**src/rtl/fir_sched_if.sv**
```systemverilog
// Stream, BRAM and MAC-control bundle between fir_sched (master) and its
// surroundings (slave: input stream source, BRAM11 pair, MAC datapath, sink).
interface fir_sched_if #(
  parameter int pADDR_WIDTH = 12,
  parameter int pDATA_WIDTH = 32
);
  logic                   ss_tvalid;
  logic [pDATA_WIDTH-1:0] ss_tdata;
  logic                   ss_tlast;
  logic                   ss_tready;
  logic [3:0]             data_WE;
  logic                   data_EN;
  logic [pADDR_WIDTH-1:0] data_A;
  logic [pDATA_WIDTH-1:0] data_Di;
  logic                   tap_EN;
  logic [pADDR_WIDTH-1:0] tap_A;
  logic                   mac_clr;
  logic                   mac_en;
  logic                   y_valid;
  logic                   y_ready;
  logic                   y_last;

  modport master (
    input  ss_tvalid, ss_tdata, ss_tlast, y_ready,
    output ss_tready, data_WE, data_EN, data_A, data_Di, tap_EN, tap_A,
           mac_clr, mac_en, y_valid, y_last
  );
  modport slave (
    output ss_tvalid, ss_tdata, ss_tlast, y_ready,
    input  ss_tready, data_WE, data_EN, data_A, data_Di, tap_EN, tap_A,
           mac_clr, mac_en, y_valid, y_last
  );
endinterface

```
**src/rtl/fir_sched.sv**
```systemverilog
// Sequencer for the 11-tap FIR: ap_start/ap_done/ap_idle, circular data buffer,
// tap/data RAM addressing and MAC pacing. Optional: FIR_SCHED_TLAST_CHECK_EN.
module fir_sched #(
  parameter int pADDR_WIDTH = 12,
  parameter int pDATA_WIDTH = 32,
  parameter int Tape_Num    = 11
) (
  input  logic        axis_clk,
  input  logic        axis_rst,
  input  logic        ap_start,
  input  logic [31:0] data_length,
  input  logic        done_clr,
  output logic        ap_idle,
  output logic        ap_done,
  output logic        tap_busy,
  output logic        tlast_err,
  fir_sched_if.master bus
);
  typedef enum logic [2:0] {
    S_IDLE, S_INIT, S_WAIT_IN, S_MAC, S_DRAIN, S_OUT, S_DONE
  } state_t;

  localparam logic [3:0] KLAST = 4'(Tape_Num - 1);

  state_t      state, nxt_state;
  logic [3:0]  k, wp;
  logic [31:0] cnt, len;
  logic        done_r, mac_vld, mac_first;
  logic        last_cnt, fin, last_smp;
  logic [4:0]  didx;

  assign last_cnt = (cnt == len - 32'd1);
  assign last_smp = last_cnt | fin;

  // Circular read index: newest sample at k=0, walking back in time.
  always_comb begin
    if (wp >= k) didx = {1'b0, wp - k};
    else         didx = 5'(wp) + 5'(Tape_Num) - 5'(k);
  end

  always_ff @(posedge axis_clk) begin
    if (axis_rst) state <= S_IDLE;
    else          state <= nxt_state;
  end

  always_comb begin
    nxt_state = state;
    case (state)
      S_IDLE:    if (ap_start) nxt_state = S_INIT;
      S_INIT:    if (k == KLAST) nxt_state = (len == 32'd0) ? S_DONE : S_WAIT_IN;
      S_WAIT_IN: if (bus.ss_tvalid) nxt_state = S_MAC;
      S_MAC:     if (k == KLAST) nxt_state = S_DRAIN;
      S_DRAIN:   nxt_state = S_OUT;
      S_OUT:     if (bus.y_ready) nxt_state = last_smp ? S_DONE : S_WAIT_IN;
      S_DONE:    nxt_state = S_IDLE;
      default:   nxt_state = S_IDLE;
    endcase
  end

  always_ff @(posedge axis_clk) begin
    if (axis_rst) begin
      k         <= '0;
      wp        <= '0;
      cnt       <= '0;
      len       <= '0;
      done_r    <= 1'b0;
      mac_vld   <= 1'b0;
      mac_first <= 1'b0;
    end else begin
      // RAM read data lands one cycle after the address, so MAC trails by one.
      mac_vld   <= (state == S_MAC);
      mac_first <= (state == S_MAC) && (k == '0);
      if (state == S_DONE) done_r <= 1'b1;
      else if (done_clr)   done_r <= 1'b0;
      case (state)
        S_IDLE: if (ap_start) begin
          len    <= data_length;
          wp     <= '0;
          cnt    <= '0;
          k      <= '0;
          done_r <= 1'b0;
        end
        S_INIT, S_MAC: k <= (k == KLAST) ? 4'd0 : k + 4'd1;
        S_OUT: if (bus.y_ready) begin
          wp  <= (wp == KLAST) ? 4'd0 : wp + 4'd1;
          cnt <= cnt + 32'd1;
        end
        default: ;
      endcase
    end
  end

`ifdef FIR_SCHED_TLAST_CHECK_EN
  logic fin_r, err_r;
  always_ff @(posedge axis_clk) begin
    if (axis_rst) begin
      fin_r <= 1'b0;
      err_r <= 1'b0;
    end else if (state == S_IDLE && ap_start) begin
      fin_r <= 1'b0;
      err_r <= 1'b0;
    end else if (state == S_WAIT_IN && bus.ss_tvalid) begin
      if (bus.ss_tlast && !last_cnt) begin
        fin_r <= 1'b1;
        err_r <= 1'b1;
      end else if (!bus.ss_tlast && last_cnt) begin
        err_r <= 1'b1;
      end
    end
  end
  assign fin       = fin_r;
  assign tlast_err = err_r;
`else
  logic unused_tlast;
  assign unused_tlast = bus.ss_tlast;
  assign fin          = 1'b0;
  assign tlast_err    = 1'b0;
`endif

  always_comb begin
    ap_idle       = (state == S_IDLE) || (state == S_DONE);
    tap_busy      = !ap_idle;
    ap_done       = done_r || (state == S_DONE);
    bus.ss_tready = 1'b0;
    bus.data_WE   = 4'h0;
    bus.data_EN   = 1'b0;
    bus.data_A    = '0;
    bus.data_Di   = {pDATA_WIDTH{1'b0}};
    bus.tap_EN    = 1'b0;
    bus.tap_A     = '0;
    bus.mac_en    = mac_vld;
    bus.mac_clr   = mac_first;
    bus.y_valid   = 1'b0;
    bus.y_last    = 1'b0;
    case (state)
      S_INIT: begin
        bus.data_EN = 1'b1;
        bus.data_WE = 4'hF;
        bus.data_A  = pADDR_WIDTH'({k, 2'b00});
      end
      S_WAIT_IN: begin
        bus.ss_tready = 1'b1;
        if (bus.ss_tvalid) begin
          bus.data_EN = 1'b1;
          bus.data_WE = 4'hF;
          bus.data_A  = pADDR_WIDTH'({wp, 2'b00});
          bus.data_Di = bus.ss_tdata;
        end
      end
      S_MAC: begin
        bus.data_EN = 1'b1;
        bus.tap_EN  = 1'b1;
        bus.data_A  = pADDR_WIDTH'({didx, 2'b00});
        bus.tap_A   = pADDR_WIDTH'({k, 2'b00});
      end
      S_OUT: begin
        bus.y_valid = 1'b1;
        bus.y_last  = last_smp;
      end
      default: ;
    endcase
  end
endmodule

```
**src/flat_wrapper.sv**
```systemverilog
// flat-port wrapper written by rule: the top's interface ports become plain ports
module fir_sched_flat 
#(
  parameter int pADDR_WIDTH = 12,
  parameter int pDATA_WIDTH = 32,
  parameter int Tape_Num    = 11
)
  (axis_clk, axis_rst, ap_start, data_length, done_clr, ap_idle, ap_done, tap_busy, tlast_err, bus_ss_tvalid, bus_ss_tdata, bus_ss_tlast, bus_y_ready, bus_ss_tready, bus_data_WE, bus_data_EN, bus_data_A, bus_data_Di, bus_tap_EN, bus_tap_A, bus_mac_clr, bus_mac_en, bus_y_valid, bus_y_last);
  fir_sched_if #(.pADDR_WIDTH(pADDR_WIDTH), .pDATA_WIDTH(pDATA_WIDTH)) bus_i ();
  input  logic axis_clk;
  input  logic axis_rst;
  input  logic ap_start;
  input  logic [31:0] data_length;
  input  logic done_clr;
  output logic ap_idle;
  output logic ap_done;
  output logic tap_busy;
  output logic tlast_err;
  input wire logic [$bits(bus_i.ss_tvalid)-1:0] bus_ss_tvalid;
  input wire logic [$bits(bus_i.ss_tdata)-1:0] bus_ss_tdata;
  input wire logic [$bits(bus_i.ss_tlast)-1:0] bus_ss_tlast;
  input wire logic [$bits(bus_i.y_ready)-1:0] bus_y_ready;
  output wire logic [$bits(bus_i.ss_tready)-1:0] bus_ss_tready;
  output wire logic [$bits(bus_i.data_WE)-1:0] bus_data_WE;
  output wire logic [$bits(bus_i.data_EN)-1:0] bus_data_EN;
  output wire logic [$bits(bus_i.data_A)-1:0] bus_data_A;
  output wire logic [$bits(bus_i.data_Di)-1:0] bus_data_Di;
  output wire logic [$bits(bus_i.tap_EN)-1:0] bus_tap_EN;
  output wire logic [$bits(bus_i.tap_A)-1:0] bus_tap_A;
  output wire logic [$bits(bus_i.mac_clr)-1:0] bus_mac_clr;
  output wire logic [$bits(bus_i.mac_en)-1:0] bus_mac_en;
  output wire logic [$bits(bus_i.y_valid)-1:0] bus_y_valid;
  output wire logic [$bits(bus_i.y_last)-1:0] bus_y_last;
  assign bus_i.ss_tvalid = bus_ss_tvalid;
  assign bus_i.ss_tdata = bus_ss_tdata;
  assign bus_i.ss_tlast = bus_ss_tlast;
  assign bus_i.y_ready = bus_y_ready;
  assign bus_ss_tready = bus_i.ss_tready;
  assign bus_data_WE = bus_i.data_WE;
  assign bus_data_EN = bus_i.data_EN;
  assign bus_data_A = bus_i.data_A;
  assign bus_data_Di = bus_i.data_Di;
  assign bus_tap_EN = bus_i.tap_EN;
  assign bus_tap_A = bus_i.tap_A;
  assign bus_mac_clr = bus_i.mac_clr;
  assign bus_mac_en = bus_i.mac_en;
  assign bus_y_valid = bus_i.y_valid;
  assign bus_y_last = bus_i.y_last;
  fir_sched #(.pADDR_WIDTH(pADDR_WIDTH), .pDATA_WIDTH(pDATA_WIDTH), .Tape_Num(Tape_Num)) u_core (.axis_clk(axis_clk), .axis_rst(axis_rst), .ap_start(ap_start), .data_length(data_length), .done_clr(done_clr), .ap_idle(ap_idle), .ap_done(ap_done), .tap_busy(tap_busy), .tlast_err(tlast_err), .bus(bus_i));
endmodule
```
**config.mk**
```make
export PLATFORM = sky130hd
export DESIGN_NAME = fir_sched_flat
export DESIGN_NICKNAME = d
export VERILOG_FILES = /design/src/rtl/fir_sched_if.sv /design/src/rtl/fir_sched.sv /design/src/flat_wrapper.sv
export SDC_FILE = /design/constraint.sdc
export NUM_CORES = 1
export LEC_CHECK = 0
export ABC_AREA = 1
export BUFFER_PORTS_ARGS = -buffer_cell sky130_fd_sc_hd__buf_4
export CORE_ASPECT_RATIO = 2
export CORE_MARGIN = 2
export CORE_UTILIZATION = 31
export DETAILED_ROUTE_END_ITERATION = 12
export GPL_TIMING_DRIVEN = 0
export PLACE_DENSITY = 0.5
export SYNTH_ARGS = -nofsm -noshare
export SYNTH_HDL_FRONTEND = slang
export SYNTH_SLANG_ARGS = --single-unit
```
**constraint.sdc**
```tcl
create_clock -name axis_clk -period 2.2 [get_ports axis_clk]
set_input_delay 0.22 -clock axis_clk [delete_from_list [all_inputs] [get_ports axis_clk]]
set_output_delay 0.22 -clock axis_clk [all_outputs]
set_load 0.03 [all_outputs]
```
==> results of run 1 <==
layout make-up:
class / instances / area, µm²
tap: 216 / 270
clock buffer: 11 / 233
inverter: 88 / 352
timing repair buffer: 157 / 1210
buffer: 52 / 293
clock inverter: 5 / 82.6
multi-input combinational: 714 / 3970
fill: 2044 / 10200
sequential: 78 / 1590
through the flow:
stage / TNS (ns) / utilization (%) / worst slack (ns) / instances
after global routing: -1.97 / 44.0 / -0.427 / 1321
after CTS: -1.59 / 42.3 / -0.309 / 1305
after global placement: -4.02 / 38.3 / -0.371 / 1269
after detailed placement: -4.04 / 38.3 / -0.380 / 1269
after floorplan: -0.00223 / - / -0.00223 / 932
final: -1.20 / 44.0 / -0.311 / 1321
cells in the final DEF (no fill, tap or decap), types with 3 or more instances in the layout:
cell type  count
clkbuf_16      9
inv_1         71
inv_2          9
nor2_2        18
nand2_4        8
buf_1          5
dfxtp_1       65
nand4_1       22
dfxtp_4        6
a211oi_1       3
dfxtp_2        7
inv_4          6
nand3b_1       7
o21ai_0       32
nor3_4         3
nand2_2        7
buf_6         12
or2_2          3
nand2_1      211
o21ai_1        6
xnor2_1       14
buf_2          8
xor2_1        25
clkbuf_1      19
ha_1           9
conb_1        16
nor2_4        14
nand3_2        5
a21oi_1       72
nor2_1       137
ha_4           8
nor3_1        14
nand3_1       53
buf_4        165
worst max-delay path, stage by stage (launching register included):
cell and delay, ns:
dfxtp_1 0.40, nor2_1 0.24, nand2_1 0.09, nor2_2 0.22, nand2_1 0.12, nor2_1 0.10, nor2_1 0.05, nor2_1 0.09
nand2_1 0.05, nor2_1 0.13, nand3_1 0.13, nor2_2 0.17, buf_6 0.15
layer usage:
layer	global-route usage [%]	up-vias
li1	-	3296
met1	19.6	2861
met2	41.9	176
met3	2.32	48
met4	12.5	0
met5	0	-
report_power, final:
group,leakage [nW],internal (W),switching [W]
sequential,0.642,0.00161,0.000258
combinational,2.91,0.00167,0.00292
clock,0.154,0.000999,0.000649
total,3.71,0.00428,0.00382
registers in the layout (all words and copies together) (netlist names):
signal,cells
u_core.cnt,32
u_core.len,32
u_core.k,4
u_core.wp,4
u_core.state,3
u_core.bus.mac_clr,1
u_core.bus.mac_en,1
u_core.done_r,1
kinds of logic (layout without fill, tap and decap cells):
kind of cell,count (synthesis),in the layout
AND/OR/NAND/NOR,510,510
buffers and inverters,140,313
AO/OA/AOI/OAI,129,129
flip-flops,78,78
XOR/XNOR,39,39
adder cells (fa/ha/maj),20,20
other,1,16
worst paths after layout:
path	from	to	slack, ns	cells past startpoint
min reg2reg	u_core.done_r	u_core.done_r	0.48	2
max	u_core.len[19]	bus_y_last	-0.31	12
min	data_length[16]	u_core.len[16]	0.14	3
max reg2reg	u_core.len[19]	u_core.state[2]	0.04	13
what timing repair did:
| action | in CTS | in global routing |
|---|---|---|
| setup endpoints to repair | 66 | 60 |
| cloned | 1 | 0 |
| pin swaps | 20 | 29 |
| resized for setup | 80 | 54 |
| setup buffers | 19 | 16 |
==> qor.txt, run 1 <==
hold_ws: 0.137 ns
Final Max Slew Viols: 0
synthesized instance count: 917
first-pass detailed-route iteration total: 4
TritonCTS buffer count: 9
top post-synthesis cells by area: dfxtp_1, nand2_1, nor2_1, a21oi_1, inv_1
most frequent cell after synthesis: nand2_1
Synth Area in Simple Gates: 39.0%
post-synthesis compound-gate area fraction: 12.1%
Tightest Pin Transition: 0.643 ns
max-cap violation count: 0
chip height: 196 µm
Cell Area, Synth: 0.00572 mm²
worst path required time: 1.98 ns
Core Area: 0.0182 mm²
CTS Root Cell: clkbuf_16
violated checks: negative setup slack
vias in the first global route: 6,230
PwrDens: 1010 mW/mm²
worst vdd ir: 0.000645 V
Synth Register Bits: 78
top cells by count, synth: nand2_1, nor2_1, inv_1
PnR worst setup slack: -0.311 ns
highest metal used: met4
Seq/Total Area, Yosys: 27.3%
EDFF count, synth: 0
DIE AREA: 0.0196 mm²
Cell variety after synth: 41
DRC: 0
post-synth top area share: 27.3%
Tot GR Track Use: 21.0%
CP startpoint kind: flop
deepest clock path buffer count: 2
final setup fails: 6
Worst Setup End Kind: output pin
Pwr Total: 0.00810 W
Nets: 1,191
kind of critical path: flop to output pin
status: finished with violations
largest family of logic cells by synthesized area: simple AND/OR/NAND/NOR gates
ANT nets after route: 0
initial antenna violation count: 0
post-DR wirelength/cell: 15.5 µm
final wirelength: 20,500 µm
fraction of layout cells with a size suffix above 1: 28.1%
Final Cycle Share: 114%
Antenna Cells: 0
predominant post-synthesis flop cell: dfxtp_1
Hold Violations, Final: 0
Adder-Cell Fraction of Synth Area: 4.77%
clock-pin slew on the worst setup and hold paths: 0.06 ns
Leak: 3.71 nW
routed wl met3: 634 µm
H-tree lvl count: 3
FMAX: 398 MHz
ys async rst share: 0%
vias after detailed routing: 6,381
largest net degree at the start of global routing: 14
crit path max fanout: 4
CTS tree: built
row count: 70
Syn-to-layout area delta: 40.1%
Max-slew headroom: 57.1%
arrival time at the worst endpoint: 2.29 ns
first-pass GRT wire length: 31,600 µm
clock sink count: 78
CTS Hold Bufs: 0
XOR/XNOR share of the synthesized area: 5.98%
Die Wd: 100 µm
Clk Latency, worst-skew pair: 0.36 ns
number of I/O port buffers: 121
Ports: 142
initial drt markers: 302
Final Critical Period: 2.51 ns
routed wire length on met2: 11,600 µm
Metal-1 WL: 7140 µm
GRT Residual Overflow: 0
hpwl dp: 16,400 µm
Avg Inst Size Synth: 6.23 µm²
GPL Wtd Cong: 0.926
Yosys warnings: 0
worst hold path class: input pin to flop
mux cell area share after synthesis: 0%
Vias/cell: 4.83
clk_skew: 0.0108 ns
placed inst area: 0.00698 mm²
Synth area leader: dfxtp_1
fin area: 0.00801 mm²
RSZ-0062 raised after global routing: true
Initial Utilization: 31.4%
Power figures use the tool's default switching activity.
==> inputs of run 2 (changes only) <==
TNS_END_PERCENT = 1   (was default)
==> qor.txt, run 2 (synthesis results as in run 1) <==
status: finished with violations (unchanged)
violated checks: negative setup slack (unchanged)
Hold Violations, Final: 0 (unchanged)
GRT Residual Overflow: 0 (unchanged)
commonest non-fill, non-tap cell in the layout: nand2_1 (unchanged)
Max stage delay cell, worst path: dfxtp_2 (was dfxtp_1)
fin area: 0.00783 mm² (was 0.00801 mm²)
worst vdd ir: 0.000620 V (was 0.000645 V)
Worst Setup End Kind: output pin (unchanged)
Final Max Slew Viols: 0 (unchanged)
worst hold path class: input pin to flop (unchanged)
clock network power share: 18.7% (was 20.3%)
H-tree lvl count: 3 (unchanged)
Worst R2R Setup Slack: 0 ns (was 0.04 ns)
TritonCTS buffer count: 9 (unchanged)
PwrDens: 1030 mW/mm² (was 1010 mW/mm²)
delay-heaviest family, CP: simple AND/OR/NAND/NOR gates (unchanged)
row count: 70 (unchanged)
PnR worst setup slack: -0.256 ns (was -0.311 ns)
Hold Path Origin: data_length[10] (was data_length[16])
final setup fails: 7 (was 6)
Die Wd: 100 µm (unchanged)
ANT nets after route: 0 (unchanged)
Ports: 142 (unchanged)
GPL Wtd Cong: 0.929 (was 0.926)
most frequent cells in the layout: nand2_1, buf_4, nor2_1, inv_1, a21oi_1 (was nand2_1, buf_4, nor2_1, a21oi_1, inv_1)
placed inst area: 0.00697 mm² (was 0.00698 mm²)
hpwl dp: 16,600 µm (was 16,400 µm)
chip height: 196 µm (unchanged)
Util after Layout: 43.0% (was 44.0%)
Worst R2R Path Depth: 15 (was 13)
placed cell count: 1,269 (unchanged)
Crit path largest cell delay: 0.33 ns (was 0.40 ns)
deepest clock path buffer count: 2 (unchanged)
number of I/O port buffers: 121 (unchanged)
kind of critical path: flop to output pin (unchanged)
cells along the critical path: inv_2 > ha_4 > nand2_4 > nor2_4 > buf_6 > xor2_1 > nand2_1 > nor2_1 > nand2_1 > nor2_1 > nand3_2 > nor2_4 > buf_6 (was nor2_1 > nand2_1 > nor2_2 > nand2_1 > nor2_1 > nor2_1 > nor2_1 > nand2_1 > nor2_1 > nand3_1 > nor2_2 > buf_6)
Net Switching: 0.00395 W (was 0.00382 W)
Critical R2R Launch: u_core.state[1] (was u_core.len[19])
first-pass detailed-route iteration total: 8 (was 4)
fraction of layout cells with a size suffix above 1: 28.1% (about the same)
post-route non-filler standard cell count: 1,307 (was 1,321)
Comb power frac: 58.0% (was 56.6%)
initial antenna violation count: 1 (was 0)
Clk Latency, worst-skew pair: 0.36 ns (about the same)
Final Cycle Share: 112% (was 114%)
worst path required time: 1.98 ns (about the same)
Leak: 3.55 nW (was 3.71 nW)
worst slack at placement: -0.385 ns (was -0.380 ns)
first-pass GRT wire length: 32,100 µm (was 31,600 µm)
DIE AREA: 0.0196 mm² (unchanged)
Final Critical Period: 2.46 ns (was 2.51 ns)
Antenna Cells: 0 (unchanged)
FMAX: 407 MHz (was 398 MHz)
clk_skew: 0.0147 ns (was 0.0108 ns)
clock-pin slew on the worst setup and hold paths: 0.07 ns (was 0.06 ns)
RR Endpoint: u_core.cnt[24] (was u_core.state[2])
crit path max fanout: 5 (was 4)
Tot GR Track Use: 21.4% (was 21.0%)
biggest regs: u_core.cnt x32, u_core.len x32 (unchanged)
internal power: 0.00408 W (was 0.00428 W)
post-DR wirelength/cell: 16.0 µm (was 15.5 µm)
part of the power in registers: 23.3% (was 23.0%)
CTS tree: built (unchanged)
Max-slew headroom: 52.8% (was 57.1%)
final wirelength: 20,900 µm (was 20,500 µm)
Setup TNS: -1.02 ns (was -1.20 ns)
vias in the first global route: 6,412 (was 6,230)
RSZ-0062 raised after global routing: true (unchanged)
Nets: 1,177 (was 1,191)
Net Sw Frac: 49.2% (was 47.2%)
CTS Root Cell: clkbuf_16 (unchanged)
Tightest Pin Transition: 0.701 ns (was 0.643 ns)
initial drt markers: 302 (unchanged)
max-cap violation count: 0 (unchanged)
vias after detailed routing: 6,393 (was 6,381)
CTS Hold Bufs: 0 (unchanged)
CP bufs+invs: 3 (was 1)
clock sink count: 78 (unchanged)
Syn-to-layout area delta: 36.9% (was 40.1%)
DRC: 0 (unchanged)
Hold Crit Depth: 3 (unchanged)
arrival time at the worst endpoint: 2.24 ns (was 2.29 ns)
Vias/cell: 4.89 (was 4.83)
Initial Utilization: 31.4% (unchanged)
CP startpoint kind: flop (unchanged)
worst hold path endpoint: u_core.len[10] (was u_core.len[16])
largest net degree at the start of global routing: 17 (was 14)
Core Area: 0.0182 mm² (unchanged)
run 2: cell count changes in the layout (fill, tap and decap cells not counted), moves of 4 or more:
cell     change
nor2_1       -9
buf_6        -8
buf_4        -6
nor2_2       +6
nand2_2      +5
inv_4        -4
nand2_4      -4
run 2: timing repair:
item                                    CTS  global route
pin swaps                                15            16
setup buffers                            13             7
endpoints found under the setup margin   62            67
gates cloned                              2             0
hold endpoints to repair                  0             0
gates resized for setup                 107            23
run 2: power by group through the flow:
stage          combinational, W  clock (W)  sequential [W]
3_5_place_dp            0.00389          0         0.00184
3_3_place_gp            0.00388          0         0.00184
2_1_floorplan           0.00266          0         0.00178
5_1_grt                 0.00508    0.00159         0.00190
6_report                0.00465    0.00150         0.00187
4_1_cts                 0.00450    0.00154         0.00186
run 2: worst reg2reg max path, stage by stage, from the launching register on:
cell     delay [ns]
dfxtp_1        0.34
inv_2          0.11
nand2_2        0.10
nor2_4         0.18
nand2_4        0.15
nand2_4        0.11
nand2_4        0.07
nor2_4         0.09
nand2_2        0.08
nor3_4         0.22
nand3_2        0.17
nor2_2         0.15
nand4_1        0.14
nand2_1        0.09
nand2_1        0.04
nor2_1         0.09
run 2: stage by stage:
step	power [W]	hold slack, ns
2_1_floorplan	0.00444	0.384
3_3_place_gp	0.00572	0.462
3_5_place_dp	0.00573	0.467
4_1_cts	0.00790	0.135
5_1_grt	0.00857	0.155
6_report	0.00802	0.144
run 2: worst max path at each step:
stage / startpoint / end / cells past startpoint
floorplan: u_core.state[1] / bus_data_Di[10] / 7
finish: u_core.len[1] / bus_y_last / 13
global route: u_core.len[1] / bus_y_last / 13
global placement: u_core.len[0] / bus_y_last / 14
detailed placement: u_core.len[0] / bus_y_last / 14
CTS: u_core.len[0] / bus_y_last / 14
run 2: cell type report:
type	instances	area [µm²]
Fill cell	2003	10400
Clock inverter	7	63.8
Inverter	88	347
Clock buffer	9	225
Timing Repair Buffer	142	1070
Tap cell	216	270
Sequential cell	78	1590
Buffer	52	293
Multi-Input combinational cell	715	3960
run 2: metal layers:
metal  track usage [%]  wire length [µm]
met1              19.8              7230
met2              41.4             11500
met3              2.92               757
met4              14.8              1400
met5                 0                 0
